--- src/rtl/countdown_timer_bcd.sv ---
// BCD MM:SS cook-time countdown with load clamping, pause/resume and a done pulse.
// Optional completion beeper is compiled in with `define DONE_BEEP_EN.
module countdown_timer_bcd #(
  parameter int MAX_MIN_TENS = 9,
  parameter int BEEP_TICKS   = 3
) (
  input  logic       clk,
  input  logic       rst_n,
  input  logic       tick,
  input  logic       load,
  input  logic [3:0] d_min_t,
  input  logic [3:0] d_min_o,
  input  logic [3:0] d_sec_t,
  input  logic [3:0] d_sec_o,
  input  logic       start,
  input  logic       pause,
  input  logic       clear,
  output logic [3:0] min_t,
  output logic [3:0] min_o,
  output logic [3:0] sec_t,
  output logic [3:0] sec_o,
  output logic       running,
  output logic       done,
  output logic       beep
);

  typedef enum logic [1:0] {IDLE, RUN, PAUSED, DONE} state_t;

  localparam logic [3:0] MT_MAX = (MAX_MIN_TENS > 9) ? 4'd9 : 4'(MAX_MIN_TENS);

  state_t     state_q, state_d;
  logic [3:0] mt_q, mo_q, st_q, so_q;
  logic [3:0] mt_d, mo_d, st_d, so_d;
  logic       running_q, done_q, done_d;

  logic [3:0] dec_mt, dec_mo, dec_st, dec_so;
  logic       b0, b1, b2;
  logic       time_zero, time_one, load_ok;

  function automatic logic [3:0] clamp(input logic [3:0] v, input logic [3:0] lim);
    return (v > lim) ? lim : v;
  endfunction

  assign time_zero = (mt_q == 4'd0) && (mo_q == 4'd0) && (st_q == 4'd0) && (so_q == 4'd0);
  assign time_one  = (mt_q == 4'd0) && (mo_q == 4'd0) && (st_q == 4'd0) && (so_q == 4'd1);
  assign load_ok   = load && (state_q != RUN);

  // Borrow chain: each digit wraps only when every lower digit is wrapping.
  always_comb begin
    b0     = (so_q == 4'd0);
    dec_so = b0 ? 4'd9 : so_q - 4'd1;
    b1     = b0 && (st_q == 4'd0);
    dec_st = b0 ? ((st_q == 4'd0) ? 4'd5 : st_q - 4'd1) : st_q;
    b2     = b1 && (mo_q == 4'd0);
    dec_mo = b1 ? ((mo_q == 4'd0) ? 4'd9 : mo_q - 4'd1) : mo_q;
    dec_mt = b2 ? mt_q - 4'd1 : mt_q;
  end

  always_comb begin
    state_d = state_q;
    mt_d    = mt_q;
    mo_d    = mo_q;
    st_d    = st_q;
    so_d    = so_q;
    done_d  = 1'b0;
    if (clear) begin
      state_d = IDLE;
      mt_d    = 4'd0;
      mo_d    = 4'd0;
      st_d    = 4'd0;
      so_d    = 4'd0;
    end else if (load_ok) begin
      state_d = IDLE;
      mt_d    = clamp(d_min_t, MT_MAX);
      mo_d    = clamp(d_min_o, 4'd9);
      st_d    = clamp(d_sec_t, 4'd5);
      so_d    = clamp(d_sec_o, 4'd9);
    end else if (pause && (state_q == RUN)) begin
      state_d = PAUSED;
    end else if (start && ((state_q == IDLE) || (state_q == PAUSED)) && !time_zero) begin
      state_d = RUN;
    end else if (tick && (state_q == RUN)) begin
      mt_d = dec_mt;
      mo_d = dec_mo;
      st_d = dec_st;
      so_d = dec_so;
      if (time_one) begin
        state_d = DONE;
        done_d  = 1'b1;
      end
    end
  end

  always_ff @(posedge clk) begin
    if (!rst_n) begin
      state_q   <= IDLE;
      mt_q      <= 4'd0;
      mo_q      <= 4'd0;
      st_q      <= 4'd0;
      so_q      <= 4'd0;
      running_q <= 1'b0;
      done_q    <= 1'b0;
    end else begin
      state_q   <= state_d;
      mt_q      <= mt_d;
      mo_q      <= mo_d;
      st_q      <= st_d;
      so_q      <= so_d;
      running_q <= (state_d == RUN);
      done_q    <= done_d;
    end
  end

`ifdef DONE_BEEP_EN
  localparam int BW = (BEEP_TICKS < 1) ? 1 : $clog2(BEEP_TICKS + 1);

  logic [BW-1:0] beep_cnt_q, beep_cnt_d;

  // Counts remaining ticks of beeping; only ticks seen while already in DONE count down.
  always_comb begin
    beep_cnt_d = beep_cnt_q;
    if (clear || load_ok)
      beep_cnt_d = '0;
    else if (done_d)
      beep_cnt_d = BW'(BEEP_TICKS);
    else if ((state_q == DONE) && tick && (beep_cnt_q != '0))
      beep_cnt_d = beep_cnt_q - 1'b1;
  end

  always_ff @(posedge clk) begin
    if (!rst_n) beep_cnt_q <= '0;
    else        beep_cnt_q <= beep_cnt_d;
  end

  assign beep = (beep_cnt_q != '0);
`else
  assign beep = 1'b0;
`endif

  assign min_t   = mt_q;
  assign min_o   = mo_q;
  assign sec_t   = st_q;
  assign sec_o   = so_q;
  assign running = running_q;
  assign done    = done_q;

endmodule

--- config.mk ---
export PLATFORM = sky130hd
export DESIGN_NAME = countdown_timer_bcd
export DESIGN_NICKNAME = d
export VERILOG_FILES = /design/src/rtl/countdown_timer_bcd.sv
export SDC_FILE = /design/constraint.sdc
export NUM_CORES = 1
export LEC_CHECK = 0
export CAP_MARGIN = 10
export CORE_MARGIN = 5
export CORE_UTILIZATION = 47
export DETAILED_ROUTE_END_ITERATION = 6
export PLACE_DENSITY = 0.84
export SYNTH_ARGS = -nofsm -noshare
export SYNTH_HDL_FRONTEND = slang
export SYNTH_SLANG_ARGS = --single-unit
export TNS_END_PERCENT = 5
--- constraint.sdc ---
create_clock -name clk -period 4.1 [get_ports clk]
set_input_delay 0.82 -clock clk [delete_from_list [all_inputs] [get_ports clk]]
set_output_delay 0.82 -clock clk [all_outputs]
set_load 0.02 [all_outputs]
==> results.cfg <==
[setup_path]
worstPathArrival_ns = 2.66
cp-end-kind = register
ff2ff_path_depth = 4
cp_data_required_time_ns = 4.30
cp-start-kind = input pin
critical_path.max_fanout = 7
crit_type = in2reg

[finish]
design_area_um2 = 1610
nFillCells = 201
syn2layout_area_growth_pct = 38.7
finalNetCount = 208
drive_above_1_share_pct = 4.95
final_util_pct = 66.7
stdcell_count = 212
antenna_cells = 0

[yosys]
synthCells = 143
muxShareOfSynthArea_pct = 1.73
synth.yosys.seq_area_share_pct = 34.6
synthFlopType = dfxtp_1
ys_async_sr_fraction_pct = 0
synth_fp_nets = 167
synth-simple-area-share_pct = 32.0
synth_cell_type_count = 44
synth_xor_area_share_pct = 3.02
ys.warnings.count = 0
synth-compound-area-share_pct = 22.4
synth_top_family_by_area = simple AND/OR/NAND/NOR gates
synth_top_cell_by_area = dfxtp_1
synth-adder-area-share_pct = 1.08
synthTopCellsByCount = 20 x dfxtp_1, 15 x nor2_1, 10 x o21ai_0
yosysMostFrequentCell = dfxtp_1
synthTopCellsByArea = dfxtp_1 35%, nor2_1 4.9%, o21ai_0 4.3%
synth_area_um2 = 1160
syn_area_per_cell_um2 = 8.10
ys_ff_latch = 20
synth_edf_count = 0
synth_top_area_share_pct = 34.6

[routing]
dr.pass1.iters = 4
drt.antenna.violating_nets = 0
finalWirelength_um = 3160
drc_errors = 0
drt_iter0_drc = 36
wl_per_cell_um = 14.9
viasPerCell = 5.97
vias = 1266

[run_status]
outcome = finished, final reports clean

[cts]
clkTransAtPathRegs_ns = 0.10
numClockSinks = 20
cts_resized = 0
cts_buffers = 3
htreeDepth = 1
clock_latency_ns = 0.29
post_cts_buffers = 0
cts.path.max_buffers = 2
hold_buffers = 0
cts_tree = built
clockRootBuffer = clkbuf_4

[min_path]
min_path_cells = 2
hp-class = reg2reg

[placed_design]
dpl.hpwl_um = 2490
place_congestion = 0.870
post_dp_cell_area_um2 = 1580
port_buffers = 40
dp_cells = 209

[timing]
skew_ns = 0.000473
worst_slew_pin_slew_ns = 0.799
min_period_over_period_pct = 59.9
hold_viol_final = 0
fin_setup_tns_ns = 0
relSlewSlack_pct = 46.7
fmax_ghz = 0.407
period_needed_ns = 2.46
report.final.slew_viol_count = 0
rsz0062_at_grt = no
setup_violations = 0

[global_routing]
grt-ovfl-total = 0
grt_pass1_vias = 1184
grt_start_max_net_pins = 23
grt_antenna_before_repair = 0
track_usage_pct = 18.3
grt_pass1_wl_um = 5090

[die]
fp-row-count = 18
die_area_um2 = 3560
die_h_um = 59.7
start_util_pct = 48.1
dieWidth_um = 59.7
core_area_um2 = 2410
io_pins = 42

[power_and_ir_drop]
ir_drop_mv = 0.190
powerDensity_nw_per_um2 = 247
power_uw = 397
p_leak_nw = 0.573

[flow_run]
drv_cap = 0
-- cells in the final DEF (no fill, tap or decap), types with 4 or more instances in the layout --
cell type,instances
inv_1,8
nor2b_1,5
nor2_1,15
nor3_1,6
dfxtp_1,20
o21ai_0,10
clkdlybuf4s50_1,40
nand2_1,6
a21oi_1,9
nand4_1,7
or3_1,4
-- layout make-up --
class,instances,area (um2),area share [%]
Clock buffer,3,22.5,1.40
Inverter,8,30.0,1.87
Multi-Input combinational cell,109,701,43.6
Sequential cell,20,400,24.9
Tap cell,30,37.5,2.34
Timing Repair Buffer,42,415,25.9
-- cells by family after synthesis --
family	after synthesis
other cells	1
buf+inv	14
compound gates	40
xor+xnor	4
flops	20
mux	2
fa+ha+maj	1
simple gates	61
-- registers in the layout, summed over array words and instances (netlist names) --
name	cells
done	1
sec_o	4
sec_t	4
min_o	4
running	1
state_q	2
min_t	4
-- through the flow --
step | setup slack [ns] | hold WS [ns]
finish | 1.64 | 0.525
global route | 1.52 | 0.565
CTS | 1.66 | 0.528
detailed placement | 1.33 | 0.510
global placement | 1.45 | 0.492
floorplan | 2.04 | 0.496
-- path summary, 6_finish.rpt --
check	from	to	slack, ns
worst max-delay path	pause	min_t[3]$_SDFFE_PP0P_	1.64
worst min register to register	min_t[1]$_SDFFE_PP0P_	min_t[1]$_SDFFE_PP0P_	0.53
worst max register to register	state_q[0]$_SDFF_PN0_	sec_t[0]$_SDFFE_PP0P_	2.10
worst min-delay path	min_t[1]$_SDFFE_PP0P_	min_t[1]$_SDFFE_PP0P_	0.53
-- critical path, cell delays in order --
cell	delay, ns
clkdlybuf4s50_1	0.49
nor4bb_1	0.30
buf_4	0.20
nand4_2	0.17
or3_1	0.41
a311oi_1	0.27
-- routing by layer --
metal | vias up | share of wire (%) | GRT usage (%)
met4 | 0 | 0.57 | 5.38
li1 | 626 | - | -
met2 | 59 | 49 | 30.7
met3 | 2 | 7.5 | 4.75
met1 | 579 | 43 | 22.9
met5 | - | 0 | 0
-- power breakdown --
| group | switching (mW) | leakage, nW | internal, mW |
|---|---|---|---|
| registers | 0.00996 | 0.163 | 0.201 |
| clock network | 0.0544 | 0.0138 | 0.0342 |
| logic | 0.0485 | 0.397 | 0.0489 |
| total | 0.113 | 0.573 | 0.284 |
No activity file was read; power rests on OpenSTA's default activity.
